===== src/rtl/lsu_arbiter.sv =====
// lsu_arbiter: shares one cache port among CHANNELS LSU requesters, one request at a time.
// Round-robin by default; define LSU_ARB_FIXED_PRIO_EN for lowest-index-first priority.
module lsu_arbiter #(
  parameter int ADDR_BITS = 8,
  parameter int DATA_BITS = 8,
  parameter int CHANNELS  = 4
) (
  input  logic                           clk,
  input  logic                           reset,
  input  logic [CHANNELS-1:0]            req_read_valid,
  input  logic [CHANNELS*ADDR_BITS-1:0]  req_read_address,
  input  logic [CHANNELS-1:0]            req_write_valid,
  input  logic [CHANNELS*ADDR_BITS-1:0]  req_write_address,
  input  logic [CHANNELS*DATA_BITS-1:0]  req_write_data,
  output logic [CHANNELS-1:0]            req_read_ready,
  output logic [CHANNELS*DATA_BITS-1:0]  req_read_data,
  output logic [CHANNELS-1:0]            req_write_ready,
  output logic                           mem_read_valid,
  output logic [ADDR_BITS-1:0]           mem_read_address,
  input  logic                           mem_read_ready,
  input  logic [DATA_BITS-1:0]           mem_read_data,
  output logic                           mem_write_valid,
  output logic [ADDR_BITS-1:0]           mem_write_address,
  output logic [DATA_BITS-1:0]           mem_write_data,
  input  logic                           mem_write_ready,
  output logic                           busy,
  output logic [$clog2(CHANNELS)-1:0]    grant_id
);
  localparam int IW = $clog2(CHANNELS);
  typedef enum logic [1:0] {IDLE, READ_WAIT, WRITE_WAIT, RELAY} state_t;
  state_t state;
  logic serve_read, served;
  logic [IW-1:0] win;
  logic [CHANNELS-1:0] elig;
  assign elig   = req_read_valid | req_write_valid;
  assign busy   = state != IDLE;
  assign served = serve_read ? req_read_valid[grant_id] : req_write_valid[grant_id];
`ifdef LSU_ARB_FIXED_PRIO_EN
  always_comb begin
    win = '0;
    for (int i = CHANNELS - 1; i >= 0; i--) if (elig[i]) win = IW'(i);
  end
`else
  logic [IW-1:0] rr_ptr;
  // scan offsets downward so the smallest offset from rr_ptr wins
  always_comb begin
    win = '0;
    for (int i = CHANNELS - 1; i >= 0; i--)
      if (elig[(int'(rr_ptr) + i) % CHANNELS]) win = IW'((int'(rr_ptr) + i) % CHANNELS);
  end
`endif
  always_ff @(posedge clk) begin
    if (!reset) begin
      state             <= IDLE;
      serve_read        <= 1'b0;
      grant_id          <= '0;
      req_read_ready    <= '0;
      req_write_ready   <= '0;
      req_read_data     <= '0;
      mem_read_valid    <= 1'b0;
      mem_read_address  <= '0;
      mem_write_valid   <= 1'b0;
      mem_write_address <= '0;
      mem_write_data    <= '0;
`ifndef LSU_ARB_FIXED_PRIO_EN
      rr_ptr            <= '0;
`endif
    end else begin
      case (state)
        IDLE: if (|elig) begin
          grant_id          <= win;
          serve_read        <= req_read_valid[win];
          mem_read_address  <= req_read_address[win*ADDR_BITS +: ADDR_BITS];
          mem_write_address <= req_write_address[win*ADDR_BITS +: ADDR_BITS];
          mem_write_data    <= req_write_data[win*DATA_BITS +: DATA_BITS];
          mem_read_valid    <= req_read_valid[win];
          mem_write_valid   <= !req_read_valid[win];
          state             <= req_read_valid[win] ? READ_WAIT : WRITE_WAIT;
        end
        READ_WAIT: if (mem_read_ready) begin
          req_read_data[grant_id*DATA_BITS +: DATA_BITS] <= mem_read_data;
          req_read_ready[grant_id] <= 1'b1;
          mem_read_valid           <= 1'b0;
          state                    <= RELAY;
        end
        WRITE_WAIT: if (mem_write_ready) begin
          req_write_ready[grant_id] <= 1'b1;
          mem_write_valid           <= 1'b0;
          state                     <= RELAY;
        end
        RELAY: begin
          req_read_ready  <= '0;
          req_write_ready <= '0;
          if (!served) begin
`ifndef LSU_ARB_FIXED_PRIO_EN
            rr_ptr <= (grant_id == IW'(CHANNELS - 1)) ? '0 : grant_id + 1'b1;
`endif
            state <= IDLE;
          end
        end
      endcase
    end
  end
endmodule


===== config.mk =====
export PLATFORM = sky130hd
export DESIGN_NAME = lsu_arbiter
export DESIGN_NICKNAME = d
export VERILOG_FILES = /design/src/rtl/lsu_arbiter.sv
export SDC_FILE = /design/constraint.sdc
export NUM_CORES = 1
export LEC_CHECK = 0
export BUFFER_PORTS_ARGS = -buffer_cell sky130_fd_sc_hd__clkbuf_2
export CORE_MARGIN = 8
export CORE_UTILIZATION = 25
export DETAILED_ROUTE_END_ITERATION = 10
export SYNTH_ARGS = -nofsm -noshare
export SYNTH_HDL_FRONTEND = slang
export SYNTH_SLANG_ARGS = --single-unit

===== constraint.sdc =====
create_clock -name clk -period 4.8 [get_ports clk]
set_clock_uncertainty 0.15 [all_clocks]
set_input_delay 0.48 -clock clk [delete_from_list [all_inputs] [get_ports clk]]
set_output_delay 0.48 -clock clk [all_outputs]
set_load 0.01 [all_outputs]

==> After elaboration in Yosys (flattened, before gate mapping) <==
Cells that the tools add are included.
{ "totals": {"reg_bits": 73, "wordCells": 106, "input_bits": 116, "output_inout_bits": 69} }
{ "op_classes": {"n_lt_le_gt_ge": 7, "n_eq_ne": 8, "mux": 42, "addsub": 5, "bitwise_logic": 7, "shift": 5, "reduce_logical": 20} }
{ "ops": {"columns": ["op", "n"], "rows": [
  ["variable part select 32 x 6 -> 8 bit", 3],
  ["negator 5 -> 34 bit", 1],
  ["variable shift 8 x 34 -> 32 bit, first input constant", 1],
  ["variable part select 8 x 34 -> 32 bit", 1],
  ["bitwise mux 32 bit", 1],
  ["2-to-1 mux 2 bit", 10],
  ["2-to-1 mux 1 bit", 16],
  ["case mux 4 bit (2 select lines)", 2],
  ["binary-select mux 1 bit (select 2 bit)", 7],
  ["< comparator 3 x 4 -> 1 bit, second input constant", 3],
  ["OR 4 bit", 3],
  ["AND reduction 2 bit", 5],
  ["nonzero test 2 bit", 5],
  ["< comparator 2 x 3 -> 1 bit, second input constant", 3],
  ["2-to-1 mux 4 bit", 2],
  ["inequality test 2 bit, second input constant", 4],
  ["case mux 2 bit (4 select lines)", 1],
  ["== test 2 bit, second input constant", 3],
  ["AND reduction 3 bit", 2],
  ["OR reduction 2 bit", 3],
  ["adder 2 x 1 -> 2 bit, second input constant", 2],
  ["adder 2 bit, second input constant", 2],
  ["case mux 1 bit (2 select lines)", 2],
  ["AND reduction 4 bit", 1],
  ["other kinds (9)", 11]
]} }

==> Logic depth before layout (Yosys ltp) <==
Gate-level depths: netlist of run 1.
{ "logic_depth": {"depth_word": 15, "ltp_mapped": 8, "ltp_nobuf": 7} }

==> Least setup slack after synthesis of run 1 <==
Ideal clock, no wire load.
{ "synth_path": {"kind": "input port to flip-flop", "from": "input port req_write_valid[1]", "to": "register mem_read_address[4]", "path_buffers": 2, "path_stages": 7, "slack_ps": 2527, "arrival_ps": 2006, "cell_sequence": "or2_4 nor3b_1 o21a_1 buf_6 buf_12 mux4_2 a22o_1"} }
{ "synth_via": {"elab_chain_len": 9, "elab_cells_between_ends": 19} }
{ "synth_rtl": {"columns": ["element", "line", "rtl"], "rows": [
  ["start: declaration", "12", "input logic [CHANNELS-1:0] req_write_valid,"],
  ["OR 4 bit *", "35", "assign elig = req_read_valid | req_write_valid;"],
  ["binary-select mux 1 bit (select 2 bit)", "49", "if (elig[(int'(rr_ptr) + i) % CHANNELS]) win = IW'((int'(rr_ptr) + i) % CHANNELS);"],
  ["2-to-1 mux 1 bit (not written as such) (2 in a row)", "49", null],
  ["2-to-1 mux 2 bit (4 in a row)", "49", null],
  ["variable part select 32 x 6 -> 8 bit", "73", "mem_read_address <= req_read_address[win*ADDR_BITS +: ADDR_BITS];"],
  ["end signal: assignment", "73", null],
  ["end: declaration", "19", "output logic [ADDR_BITS-1:0] mem_read_address,"]
]} }
Mark *: on every way between the ends. The rest lies on a longest branch, timed or not. The select of a mux whose other input is x is not followed.
A chain may end at the register's enable or synchronous reset.

==> Worst setup path after layout of run 1 <==
{ "layout_path": {"from": "register grant_id[0]", "to": "register req_read_data[17]"} }
{ "layout_via": {"elab_chain_len": 3, "elab_cells_between_ends": 4} }
{ "layout_rtl": {"columns": ["element", "line", "rtl"], "rows": [
  ["start: declaration", "27", "output logic [$clog2(CHANNELS)-1:0] grant_id"],
  ["start signal: assignment", "71", "grant_id <= win;"],
  ["negator 5 -> 34 bit *", "81", "req_read_data[grant_id*DATA_BITS +: DATA_BITS] <= mem_read_data;"],
  ["variable part select 8 x 34 -> 32 bit or variable shift 8 x 34 -> 32 bit (tied branches)", "81", null],
  ["bitwise mux 32 bit *", "81", null],
  ["end signal: indexed assignment", "81", null],
  ["end: declaration", "16", "output logic [CHANNELS*DATA_BITS-1:0] req_read_data,"]
]} }
Mark *: on every way between the ends. The rest lies on a longest branch, timed or not.

==> results.toml, run 1 <==
[detailed_routing]
ant_nets = 0
drt-initial-drc-count = 142
dr.pass1.iters = 4
wl_per_cell_um = 18.5
routed_wl_um = 12700
post-route-drc-count = 0
viasPerCell = 4.92
vias = 3380

[placed_design]
io_buffers = 184
placed_area_um2 = 4710
gp_congestion = 0.828
dpl.hpwl_um = 10000
dp_cells = 671

[logic_synthesis]
yosysTopAreaCellShare_pct = 40.1
postSynthAreaPerCell_um2 = 11.4
synth-main-ff-cell = "dfxtp_1"
synth_most_common_cell = "dfxtp_1"
synth_area_leader_cell = "dfxtp_1"
syn_nets = 448
synth.area.top_cells = "dfxtp_1 40%, mux4_2 14%, nor2b_1 8.2%"
ys_seq_elements = 73
synth_edf_count = 0
yosysWarnings = 0
seq_area_frac_synth_pct = 40.1
async_flop_share_pct = 0
yosys-top-cells-count = "73 x dfxtp_1, 48 x nor2b_1, 36 x a22oi_1"
syn_area_um2 = 3650
synthDistinctLibCells = 48
syn_inst = 319

[worst_hold_path]
min_path_type = "in2reg"

[clock_tree]
cts_tree = "built"
cts_root_buf = "clkbuf_16"
cts_setup_buffers = 0
cts_num_sinks = 73
clk_pin_slew_ns = 0.06
worst_skew_pair.late_latency_ns = 0.34
htree_levels = 3
cts.repair.resized = 0
clock_path_buffers = 2
ctsHoldBuffers = 0
cts_buffers = 9

[final_layout]
finalNonFillerCells = 687
post_route_cells_drive_above_1_share_pct = 47.1
areaGrowthSynthToFinish_pct = 37.6
nets = 627
diodes = 0
finalInstanceArea_um2 = 5020

[die]
start_util_pct = 25.4
die_h_um = 137
die-area_um2 = 18700
ios = 185
die_x_um = 137
core_area_um2 = 14400
rows = 44

[timing]
setup_tns_ns = 0
holdWs_ns = 0.322
finalCritPeriodShare_pct = 59.1
finalHoldViolCount = 0
relSlewSlack_pct = 26.0
finalSetupViolCount = 0
rsz0062_at_grt = "false"
drv_slew = 0
period_needed_ns = 2.84
fmax_mhz = 352
tightestPinTransition_ns = 1.11

[critical_path]
endpoint_kind = "flop"
arrival_ns = 2.96
critPathRequiredTime_ns = 4.92
critPathKind = "reg2reg"
cp_max_fo = 11
cp-start-kind = "flop"

[global_routing]
grt_usage_pct = 13.3
grt_pass1_vias = 3581
grt_overflow = 0
grt_max_degree = 55
grt_pass1_wl_um = 19400
antenna_found_initial = 0

[power_and_ir_drop]
cellLeakagePower_uw = 0.00217
power_uw = 2100
p_per_area_nw_per_um2 = 418
ir_drop_v = 0.000165

[job]
max-cap-violations = 0

[status]
outcome = "completed"
[report_power, final]
| part | total, uW | switching, uW | internal [uW] |
|---|---|---|---|
| combinational | 620 | 342 | 278 |
| sequential | 775 | 67.2 | 708 |
| clock | 703 | 280 | 423 |
[state kept, by name, summed over array words and instances (netlist names)]
name,cells
req_read_data,32
mem_read_address,8
mem_write_address,8
mem_write_data,8
req_read_ready,4
req_write_ready,4
grant_id,2
rr_ptr,2
state,2
mem_read_valid,1
mem_write_valid,1
serve_read,1
[cell families (layout without fill, tap and decap cells)]
family | count (synthesis) | count (layout) | synth area share [%]
adders and majority gates | 13 | 13 | 4.46
buffers and inverters | 25 | 209 | 3.91
AOI/OAI and AO/OA | 88 | 88 | 19.1
muxes | 29 | 29 | 17.2
and+or+nand+nor | 91 | 91 | 15.2
DFF | 73 | 73 | 40.1
[placed cells by master, fill, tap and decap left out, drive strengths merged, types with 9 or more instances in the layout]
master    n
a22o     24
a22oi    36
clkbuf  194
dfxtp    73
ha       13
inv      10
mux4     26
nand2    14
nor2      9
nor2b    48
[worst max-delay path: stages, from the launching register on]
cell	delay, ns
dfxtp_1	0.65
inv_1	0.29
ha_1	0.48
inv_1	0.11
nor4_2	0.74
a22oi_1	0.17
nor2b_1	0.18
[area by class of cell]
class / count / area (um2)
Fill cell: 1450 / 9350
Multi-Input combinational cell: 221 / 2050
Sequential cell: 73 / 1460
Timing Repair Buffer: 186 / 936
Clock buffer: 10 / 239
Tap cell: 184 / 230
Clock inverter: 6 / 72.6
Inverter: 7 / 26.3
[final timing paths]
path	start	to	slack, ns	cells past startpoint
setup / recovery	grant_id[0]	req_read_data[17]	1.96	6
hold / removal	mem_read_data[1]	req_read_data[1]	0.32	3
setup reg to reg	grant_id[0]	req_read_data[17]	1.96	6
hold reg to reg	mem_write_address[5]	mem_write_address[5]	0.33	1
[metal layers]
| layer | wire (um) | share of wire (%) | up-vias | GRT usage, % |
|---|---|---|---|---|
| li1 | - | - | 1587 | - |
| met1 | 5070 | 40 | 1616 | 15.4 |
| met2 | 6050 | 48 | 163 | 22.6 |
| met3 | 1390 | 11 | 14 | 5.03 |
| met4 | 178 | 1.4 | 0 | 3.98 |
| met5 | 0 | 0 | - | 0 |
[through the flow]
step / setup WS [ns] / util, %
after global placement: 1.83 / 32.8
after CTS: 1.94 / 34.9
after detailed placement: 1.69 / 32.8
after global routing: 1.67 / 34.9
final: 1.96 / 34.9
after floorplan: 2.53 / -
No activity file was read; power rests on OpenSTA's default activity.
==> run 2, diff against run 1 <==
--- a/config.mk
+++ b/config.mk
@@ -5,6 +5,7 @@
 export SDC_FILE = /design/constraint.sdc
 export NUM_CORES = 1
 export LEC_CHECK = 0
+export ABC_AREA = 1
 export BUFFER_PORTS_ARGS = -buffer_cell sky130_fd_sc_hd__clkbuf_2
 export CORE_MARGIN = 8
 export CORE_UTILIZATION = 25
==> constraint.sdc (replaced) <==
create_clock -name clk -period 2.91 [get_ports clk]
set_clock_uncertainty 0.15 [all_clocks]
set_input_delay 0.291 -clock clk [delete_from_list [all_inputs] [get_ports clk]]
set_output_delay 0.291 -clock clk [all_outputs]
set_load 0.01 [all_outputs]
==> results.toml, run 2 <==
[status]
outcome = "completed"

[clock_tree]
cts.repair.resized = 0
cts_num_sinks = 73
cts_tree = "built"
cts_root_buf = "clkbuf_16"
cts_setup_buffers = 0
worst_skew_pair.late_latency_ns = 0.34
clock_path_buffers = 2
ctsHoldBuffers = 0
clk_pin_slew_ns = 0.06
htree_levels = 3
cts_buffers = 9

[power_and_ir_drop]
power_switching_uw = 1840
p_comb_share_pct = 44.0
clock_power_share_pct = 25.9
power_uw = 4470
p_per_area_nw_per_um2 = 791
internal-power_uw = 2640
p_seq_share_pct = 30.2
ir_drop_v = 0.000280
cellLeakagePower_uw = 0.00292
swShare_pct = 41.0

[final_layout]
nets = 948
final_util_pct = 34.1
regMostFlops = "req_read_data"
largest_reg_flops = 32
areaGrowthSynthToFinish_pct = 33.1
finalInstanceArea_um2 = 5660
final_common_cell = "clkbuf_2"
post_route_cells_drive_above_1_share_pct = 27.4
mostFrequentLayoutCells = "184 x clkbuf_2, 124 x nand2_1, 101 x nor2_1"
diodes = 0
nFillCells = 1865
finalNonFillerCells = 1044

[detailed_routing]
dr.pass1.iters = 4
ant_nets = 0
viasPerCell = 4.46
routed_wl_um = 14100
post-route-drc-count = 0
vias = 4655
wl_per_cell_um = 13.5
drt-initial-drc-count = 152

[timing]
finalSetupViolCount = 0
setup_tns_ns = 0
relSlewSlack_pct = 68.8
finalCritPeriodShare_pct = 86.9
finalHoldViolCount = 0
fmax_mhz = 396
drv_slew = 0
tightestPinTransition_ns = 0.463
rsz0062_at_grt = "false"
period_needed_ns = 2.53

[logic_synthesis]
seq_area_frac_synth_pct = 34.4
yosysWarnings = 0
synth_edf_count = 0
syn_area_um2 = 4250
postSynthAreaPerCell_um2 = 6.54
yosys-top-cells-count = "124 x nand2_1, 102 x nor2_1, 84 x inv_1"
async_flop_share_pct = 0
synth.area.top_cells = "dfxtp_1 34%, nand2_1 11%, nor2_1 9.0%"
ys_seq_elements = 73
synth_most_common_cell = "nand2_1"
syn_inst = 650
synth-main-ff-cell = "dfxtp_1"
syn_nets = 779
synthDistinctLibCells = 29
synth_area_leader_cell = "dfxtp_1"
yosysTopAreaCellShare_pct = 34.4

[global_routing]
top_usage_layer = "met2"
use_met3_pct = 5.47
grt_max_degree = 41
grt_overflow = 0
grt_pass1_vias = 4611
grt_pass1_wl_um = 22900
antenna_found_initial = 0
grtUsageMet1_pct = 15.2
use_met2_pct = 21.1
grt_usage_pct = 13.0

[critical_path]
critPathRequiredTime_ns = 2.99
r2r-end = "mem_read_address[5]"
cp_slowest_cell = "dfxtp_1"
ff2ff_setup_slack_ns = 0.38
crit_start = "rr_ptr[0]"
critPathKind = "reg2reg"
cp_max_fo = 38
reg2reg_depth = 13
arrival_ns = 2.61
r2r-start = "rr_ptr[0]"
endpoint_kind = "flop"
endpoint = "mem_read_address[5]"
crit_path_frequent_cell = "nand2_1"
cpPeakStageDelay_ns = 0.56
cp-start-kind = "flop"
path_cells = "nand2_1 > nand2_2 > inv_2 > nand2_1 > nand2_1 > nand2_2 > nand3_2 > nand2_4 > inv_2 > o211ai_1 > nand3_1 > nand2_1 > inv_1"

[job]
max-cap-violations = 0

[die]
rows = 47
die_h_um = 146
die_x_um = 146
die-area_um2 = 21400
ios = 185
start_util_pct = 25.6
core_area_um2 = 16600

[placed_design]
gp_congestion = 0.802
dpl.hpwl_um = 11200
dp_cells = 1028
io_buffers = 184
placed_area_um2 = 5340

[worst_hold_path]
min_path_type = "in2reg"
run 2: cell count changes in the layout (fill, tap and decap cells not counted), moves of 27 or more:
cell      change
o211ai_1     +27
nor2b_1      -47
a22oi_1      -36
nor2_1       +93
nand3_1      +39
nand2_1     +110
inv_1        +76
a21oi_1      +53
run 2: worst max-delay path: cells and delay by family, from the launching register on:
| family | cells | cell delay (ns) |
|---|---|---|
| simple gates | 9 | 1.07 |
| compound gates | 1 | 0.26 |
| flops | 1 | 0.56 |
| buf+inv | 3 | 0.36 |
run 2: kinds of logic after synthesis:
family	synth area share, %
simple gates	32.6
compound gates	16.7
buf+inv	12.4
flops	34.4
fa+ha+maj	3.83
run 2: area by class of cell:
class                      count  area, um2  area share, %
timing repair buffer         193       1000           17.7
sequential                    73       1460           25.8
multi-input combinational    453       2270           40.1
clock buffer                  11        253           4.47
clock inverter                 5       60.1           1.06
inverter                      89        337           5.95
tap                          220        275           4.87
run 2: worst min-delay path by stage:
stage                                  start           endpoint  slack (ns)  cells after the start
after floorplan                   serve_read         serve_read        0.31                      2
after global placement     req_read_data[27]  req_read_data[27]        0.30                      2
after detailed placement   req_read_data[25]  req_read_data[25]        0.30                      2
after CTS                 req_write_data[21]  mem_write_data[5]        0.09                      5
after global routing      req_write_data[21]  mem_write_data[5]        0.12                      5
final                     req_write_data[23]  mem_write_data[7]        0.11                      5
run 2: stage by stage:
step	worst slack, ns	hold WS [ns]
3_5_place_dp	0.388	0.296
2_1_floorplan	0.568	0.305
6_report	0.383	0.115
3_3_place_gp	0.424	0.297
5_1_grt	0.0938	0.125
4_1_cts	0.349	0.0947
run 2: power groups by stage:
stage | combinational, uW | sequential [uW] | clock, uW
after floorplan | 1290 | 1440 | 0
after global placement | 1980 | 1360 | 0
after detailed placement | 1990 | 1370 | 0
after CTS | 1990 | 1350 | 1200
after global routing | 2260 | 1380 | 1240
final | 1970 | 1350 | 1160
run 2: layer usage:
layer	share of wire, %	wire [um]
met3	9.2	1300
met2	46	6440
met1	44	6160
met4	1.4	194
met5	0	0
